--- src/rtl/led_pkg.sv ---
// Shared constants, state encoding and LED word layout for the APA102 strand scheduler.
package led_pkg;

   localparam int unsigned WORD_W   = 32;
   localparam int unsigned LEN_W    = 5;
   localparam int unsigned HDR_W    = 3;
   localparam int unsigned BRIGHT_W = 5;
   localparam int unsigned COLOR_W  = 8;

   localparam logic [WORD_W-1:0] START_FRAME = 32'h0000_0000;
   localparam logic [WORD_W-1:0] END_FRAME   = 32'hFFFF_FFFF;
   localparam logic [WORD_W-1:0] OFF_LED     = 32'hE000_0000;

   typedef struct packed {
      logic [HDR_W-1:0]    hdr;
      logic [BRIGHT_W-1:0] brightness;
      logic [COLOR_W-1:0]  blue;
      logic [COLOR_W-1:0]  green;
      logic [COLOR_W-1:0]  red;
   } led_word_t;

   typedef enum logic [2:0] {
      StIdle,
      StStart,
      StFetch,
      StShift,
      StEnd
   } led_state_e;

   // lim is one bit wider than a length so the comparison never folds to a constant.
   function automatic logic [LEN_W-1:0] clamp_len(input logic [LEN_W-1:0] l,
                                                  input logic [LEN_W:0]   lim);
      if ({1'b0, l} > lim) begin
         return lim[LEN_W-1:0];
      end
      return l;
   endfunction

endpackage

--- src/rtl/led_word_shifter.sv ---
// 32-bit MSB-first serialiser: each bit is SCK_HALF clocks low then SCK_HALF clocks high.
module led_word_shifter
   import led_pkg::*;
#(
   parameter int unsigned SCK_HALF = 64
) (
   input  logic              clk,
   input  logic              reset,
   input  logic              load,
   input  logic [WORD_W-1:0] word,
   output logic              sck,
   output logic              mosi,
   output logic              word_done
);

   localparam int unsigned CNT_W = (SCK_HALF > 1) ? $clog2(SCK_HALF) : 1;

   logic [WORD_W-1:0] shreg_q, shreg_d;
   logic [4:0]        bit_q, bit_d;
   logic [CNT_W-1:0]  cnt_q, cnt_d;
   logic              sck_q, sck_d;
   logic              busy_q, busy_d;
   logic              half_end;
   logic              last_bit;

   assign half_end  = (cnt_q == CNT_W'(SCK_HALF - 1));
   assign last_bit  = (bit_q == 5'd31);
   assign word_done = busy_q & sck_q & half_end & last_bit;
   assign sck       = sck_q;
   assign mosi      = shreg_q[WORD_W-1];

   always_comb begin
      shreg_d = shreg_q;
      bit_d   = bit_q;
      cnt_d   = cnt_q;
      sck_d   = sck_q;
      busy_d  = busy_q;
      if (load) begin
         shreg_d = word;
         bit_d   = '0;
         cnt_d   = '0;
         sck_d   = 1'b0;
         busy_d  = 1'b1;
      end else if (busy_q) begin
         if (half_end) begin
            cnt_d = '0;
            if (!sck_q) begin
               sck_d = 1'b1;
            end else begin
               sck_d = 1'b0;
               // The last bit stays on mosi so the line holds while the next word is fetched.
               if (last_bit) begin
                  busy_d = 1'b0;
               end else begin
                  bit_d   = bit_q + 5'd1;
                  shreg_d = {shreg_q[WORD_W-2:0], 1'b0};
               end
            end
         end else begin
            cnt_d = cnt_q + 1'b1;
         end
      end
   end

   always_ff @(posedge clk) begin
      if (reset) begin
         shreg_q <= '0;
         bit_q   <= '0;
         cnt_q   <= '0;
         sck_q   <= 1'b0;
         busy_q  <= 1'b0;
      end else begin
         shreg_q <= shreg_d;
         bit_q   <= bit_d;
         cnt_q   <= cnt_d;
         sck_q   <= sck_d;
         busy_q  <= busy_d;
      end
   end

endmodule

--- src/rtl/led_strand_scheduler.sv ---
// Round-robin scheduler driving several APA102 strands from one shared SPI word shifter.
module led_strand_scheduler
   import led_pkg::*;
#(
   parameter int unsigned NSTRAND  = 3,
   parameter int unsigned SCK_HALF = 64,
   parameter int unsigned MAXLEN   = 31
) (
   input  logic                     clk,
   input  logic                     reset,
   input  logic [NSTRAND-1:0]       req,
   input  logic [LEN_W*NSTRAND-1:0] len,
   input  logic [WORD_W-1:0]        pix_data,
   input  logic                     pix_valid,
   output logic                     pix_ready,
   output logic [LEN_W-1:0]         pix_index,
   output logic [NSTRAND-1:0]       grant,
   output logic                     sck,
   output logic [NSTRAND-1:0]       mosi,
   output logic [NSTRAND-1:0]       done
);

   localparam int unsigned PTR_W = (NSTRAND > 1) ? $clog2(NSTRAND) : 1;
   localparam logic [LEN_W:0] LEN_LIM = (LEN_W + 1)'(MAXLEN);

   led_state_e         state_q, state_d;
   logic [NSTRAND-1:0] grant_q, grant_d;
   logic [NSTRAND-1:0] done_q, done_d;
   logic [PTR_W-1:0]   ptr_q, ptr_d;
   logic [PTR_W-1:0]   gidx_q, gidx_d;
   logic [LEN_W-1:0]   len_q, len_d;
   logic [LEN_W-1:0]   idx_q, idx_d;

   logic               sel_found;
   logic [PTR_W-1:0]   sel_idx;
   logic [PTR_W-1:0]   cand;
   logic [LEN_W-1:0]   sel_len;
   logic               more_leds;

   logic               load;
   logic [WORD_W-1:0]  load_word;
   logic               word_done;
   logic               shift_bit;

   // First requester at or after the pointer, walking upward with wrap.
   always_comb begin
      sel_found = 1'b0;
      sel_idx   = '0;
      cand      = '0;
      for (int unsigned i = 0; i < NSTRAND; i++) begin
         cand = PTR_W'((32'(ptr_q) + i) % NSTRAND);
         if (!sel_found && req[cand]) begin
            sel_found = 1'b1;
            sel_idx   = cand;
         end
      end
   end

   always_comb begin
      sel_len = '0;
      for (int unsigned k = 0; k < NSTRAND; k++) begin
         if (sel_idx == PTR_W'(k)) begin
            sel_len = len[LEN_W*k +: LEN_W];
         end
      end
   end

   assign more_leds = (({1'b0, idx_q} + 6'd1) < {1'b0, len_q});

   always_comb begin
      state_d   = state_q;
      grant_d   = grant_q;
      done_d    = '0;
      ptr_d     = ptr_q;
      gidx_d    = gidx_q;
      len_d     = len_q;
      idx_d     = idx_q;
      load      = 1'b0;
      load_word = START_FRAME;
      pix_ready = 1'b0;
      case (state_q)
         StIdle: begin
            if (sel_found) begin
               grant_d          = '0;
               grant_d[sel_idx] = 1'b1;
               gidx_d           = sel_idx;
               len_d            = clamp_len(sel_len, LEN_LIM);
               idx_d            = '0;
               load             = 1'b1;
               load_word        = START_FRAME;
               state_d          = StStart;
            end
         end
         StStart: begin
            if (word_done) begin
               if (len_q == '0) begin
                  load      = 1'b1;
                  load_word = END_FRAME;
                  state_d   = StEnd;
               end else begin
                  state_d = StFetch;
               end
            end
         end
         StFetch: begin
            pix_ready = 1'b1;
            if (pix_valid) begin
               load      = 1'b1;
               load_word = pix_data;
               state_d   = StShift;
            end
         end
         StShift: begin
            if (word_done) begin
               if (more_leds) begin
                  idx_d   = idx_q + 5'd1;
                  state_d = StFetch;
               end else begin
                  load      = 1'b1;
                  load_word = END_FRAME;
                  state_d   = StEnd;
               end
            end
         end
         StEnd: begin
            if (word_done) begin
               done_d  = grant_q;
               grant_d = '0;
               ptr_d   = (gidx_q == PTR_W'(NSTRAND - 1)) ? '0 : gidx_q + 1'b1;
               idx_d   = '0;
               state_d = StIdle;
            end
         end
         default: state_d = StIdle;
      endcase
   end

   always_ff @(posedge clk) begin
      if (reset) begin
         state_q <= StIdle;
         grant_q <= '0;
         done_q  <= '0;
         ptr_q   <= '0;
         gidx_q  <= '0;
         len_q   <= '0;
         idx_q   <= '0;
      end else begin
         state_q <= state_d;
         grant_q <= grant_d;
         done_q  <= done_d;
         ptr_q   <= ptr_d;
         gidx_q  <= gidx_d;
         len_q   <= len_d;
         idx_q   <= idx_d;
      end
   end

   led_word_shifter #(
      .SCK_HALF (SCK_HALF)
   ) u_shifter (
      .clk       (clk),
      .reset     (reset),
      .load      (load),
      .word      (load_word),
      .sck       (sck),
      .mosi      (shift_bit),
      .word_done (word_done)
   );

   assign grant     = grant_q;
   assign done      = done_q;
   assign pix_index = idx_q;
   assign mosi      = grant_q & {NSTRAND{shift_bit}};

endmodule
--- config.mk ---
export PLATFORM = sky130hd
export DESIGN_NAME = led_strand_scheduler
export DESIGN_NICKNAME = d
export VERILOG_FILES = /design/src/rtl/led_pkg.sv /design/src/rtl/led_word_shifter.sv /design/src/rtl/led_strand_scheduler.sv
export SDC_FILE = /design/constraint.sdc
export NUM_CORES = 1
export LEC_CHECK = 0
export CAP_MARGIN = 20
export CORE_MARGIN = 10
export CORE_UTILIZATION = 45
export DETAILED_ROUTE_END_ITERATION = 8
export HOLD_SLACK_MARGIN = 0.02
export PLACE_DENSITY_LB_ADDON = 0.25
export SLEW_MARGIN = 20
export SYNTH_ARGS = -nofsm -noshare
export SYNTH_HDL_FRONTEND = slang
export SYNTH_HIERARCHICAL = 1
export SYNTH_SLANG_ARGS = --single-unit
export TNS_END_PERCENT = 1
--- constraint.sdc ---
create_clock -name clk -period 4.7 [get_ports clk]
set_input_delay 0.47 -clock clk [delete_from_list [all_inputs] [get_ports clk]]
set_output_delay 0.47 -clock clk [all_outputs]
set_load 0.02 [all_outputs]
==> metrics.yaml <==
synthesis:
  synth_ff_type: "dfxtp_1"
  synth_top_area_frac: 0.3462
  ys_async_sr_fraction: 0
  muxShareOfSynthArea: 0.02673
  synth-edff-count: 0
  yosysWarnings: 6
  synthXorXnorAreaFrac: 0.01559
  syn_inst: 474
  synth-simple-area-share: 0.1801
  synth-compound-area-share: 0.3338
  synthAdderAreaFrac: 0.03500
  synthDistinctLibCells: 57
  yosys_register_bits: 68
  syn-num-nets: 538
  synth_top_cell_by_area: "dfxtp_1"
  yosysSeqAreaShare: 0.3462
  synthTopCellsByArea: "dfxtp_1 35%, o21bai_1 6.7%, a21o_1 6.1%"
  synth.avg_cell_area_sq_um: 8.296
  netlist_area_sq_um: 3933
  synth_top_family_by_area: "compound AO/OA/AOI/OAI gates"
global_route:
  antenna_found_initial: 0
  grt_max_degree: 65
  overflow: 0
  grt_pass1_vias: 3372
  grt_pass1_wl_microns: 16610
  grt_usage: 0.1498
layout:
  nets: 579
  final_cells: 628
  drive_gt1_frac: 0.07308
  final_cell_mix: "68 x dfxtp_1, 67 x clkdlybuf4s50_1, 43 x nand3_1, 43 x o21ai_0, 35 x o21bai_1"
  diodes: 0
  layout_commonest_cell: "dfxtp_1"
  n_fill_cell: 798
  syn2layout_area_growth_pct: 22.75
detailed_routing:
  firstDrtPassIters: 5
  ant_nets: 0
  drt-total-wl_microns: 9905
  drt_iter0_drc: 221
  wl_per_cell_microns: 15.77
  viasPerCell: 5.822
  post-route-drc-count: 0
  via_count: 3656
timing:
  post-route-period-util: 0.7373
  maxSlewHeadroom: 0.3395
  finalHoldViolCount: 0
  slew_violations: 0
  final-setup-viol-count: 0
  tightestPinTransition_ns: 0.9893
  skew_ns: 0.007206
  fin_setup_tns_ns: 0
  rsz0062_at_grt: "false"
  timing.final.crit_period_ns: 3.465
  fmax_mhz: 288.6
worst_setup_path:
  cpMaxStageDelayCell: "inv_2"
  path_cells: "ha_1, xor2_1, ha_1, o21a_1, a211oi_1, o21a_1, a2111oi_4, or3_1, inv_2, o211ai_1, a21oi_1"
  max_stage_delay_ns: 0.74
  startpoint: "pix_index[0]"
  worstPathArrival_ns: 3.73
  worstPathMaxFanout: 64
  critPathKind: "flip-flop to flip-flop"
  r2r_start: "pix_index[0]"
  crit_path_start_kind: "flip-flop"
  crit_required_ns: 4.97
  critPathCaptureType: "flip-flop"
floorplanning:
  die_w_microns: 113.5
  rows: 34
  start_util: 0.4576
  core_area_sq_um: 8593
  io_pins: 69
  chipHeight_microns: 113.5
  dieArea_sq_um: 12880
placement:
  place_hpwl_microns: 6599
  place_congestion: 0.8051
  port_buffers: 68
  dpl.cell_count: 612
clock_tree:
  ctsHoldBuffers: 0
  root_buffer: "clkbuf_8"
  tritoncts: "done"
  clkTransAtPathRegs_ns: 0.07
  cts_max_level: 3
  post_cts_buffers: 0
  cts_resized: 0
  clockBufferDepth: 2
  worstSkewPairLatency_ns: 0.35
  cts_made_buffers: 9
  cts_sinks: 68
hold_path:
  hp-class: "flip-flop to flip-flop"
  min_from: "gidx_q[0]"
pwr:
  peakVddDrop_uv: 187.4
  p_switching_uw: 335.2
  comb_power_share: 0.123
  pwr-share-clk: 0.429
  power.internal_mw: 1.061
  power_density_nw_per_um2: 289.3
  seqPwrFrac: 0.448
  p_leak_nw: 1.956
  switching_share: 0.2400
job:
  max-cap-violations: 0
outcome:
  status: "complete, no violations"
-- synth_stat cells, drive strengths merged, types with 4 or more instances --
master   n
ha      11
a21oi   23
mux2i    6
o211ai   4
nor4     4
a31oi   33
and2     8
o31ai    5
or3      5
nor2    19
clkbuf  21
dfxtp   68
o21a     4
mux2     4
inv     13
nand2   21
o21bai  35
buf     21
xnor2    4
nand3   43
a21o    32
o21ai   44
-- power by group through the flow --
stage / clock, mW / combinational, mW / sequential [mW]
finish: 0.599 / 0.171 / 0.626
global route: 0.635 / 0.190 / 0.630
CTS: 0.608 / 0.172 / 0.625
detailed placement: 0 / 0.171 / 0.638
global placement: 0 / 0.166 / 0.637
floorplan: 0 / 0.109 / 0.631
-- state kept, by name, summed over array words and instances (netlist names) --
name / cells
u_shifter/shreg_q: 32
u_shifter/cnt_q: 6
len_q: 5
pix_index: 5
u_shifter/bit_q: 5
done: 3
grant: 3
state_q: 3
gidx_q: 2
ptr_q: 2
u_shifter/busy_q: 1
u_shifter/sck: 1
-- metal layers --
layer  wire length [microns]  up-vias  track usage  part of all wire
li1                        -     1834            -                 -
met3                     480        9      0.03202             0.048
met4                      93        0      0.05499            0.0094
met1                    4488     1736       0.1963              0.45
met5                       0        -            0                 0
met2                    4842       77       0.2356              0.49
-- path summary, 6_finish.rpt --
| check | endpoint | slack [ns] | cells after the start |
|---|---|---|---|
| worst max register to register | u_shifter/shreg_q[0] | 1.23 | 11 |
| worst min-delay path | gidx_q[0] | 0.47 | 2 |
| worst max-delay path | u_shifter/shreg_q[0] | 1.23 | 11 |
| worst min register to register | gidx_q[0] | 0.47 | 2 |
-- logic make-up (layout without fill, tap and decap cells) --
family / Yosys count / count (layout)
AO/OA/AOI/OAI: 194 / 194
XOR/XNOR: 7 / 7
adder cells (fa/ha/maj): 11 / 11
buffers and inverters: 55 / 101
flip-flops: 68 / 68
multiplexers: 10 / 10
AND/OR/NAND/NOR: 129 / 129
-- stage by stage --
step	hold slack (ns)	worst slack, ns	util	power, mW	area, sq um
6_report	0.4733	1.235	0.5617	1.397	4827
5_1_grt	0.5033	0.9355	0.5617	1.455	4827
4_1_cts	0.4740	1.265	0.5616	1.406	4826
3_5_place_dp	0.4634	1.190	0.5326	0.8090	4577
3_3_place_gp	0.4509	1.295	0.5325	0.8028	4576
2_1_floorplan	0.4446	1.634	-	0.7400	3933
-- final cells by class --
cell class	instances	area, sq um	area share
Tap cell	108	135.1	0.02799
Clock buffer	10	137.6	0.02851
Sequential cell	68	1361	0.2820
Multi-Input combinational cell	351	2327	0.4821
Timing Repair Buffer	72	705.7	0.1462
Clock inverter	6	111.4	0.02307
Inverter	13	48.80	0.01011
-- critical path: cells and delay by family (launching register included) --
| family | cells | cell delay [ns] |
|---|---|---|
| compound gates | 6 | 1.09 |
| buf+inv | 1 | 0.74 |
| fa+ha+maj | 2 | 0.51 |
| simple gates | 1 | 0.44 |
| flops | 1 | 0.43 |
| xor+xnor | 1 | 0.18 |
Power figures use the tool's default switching activity.
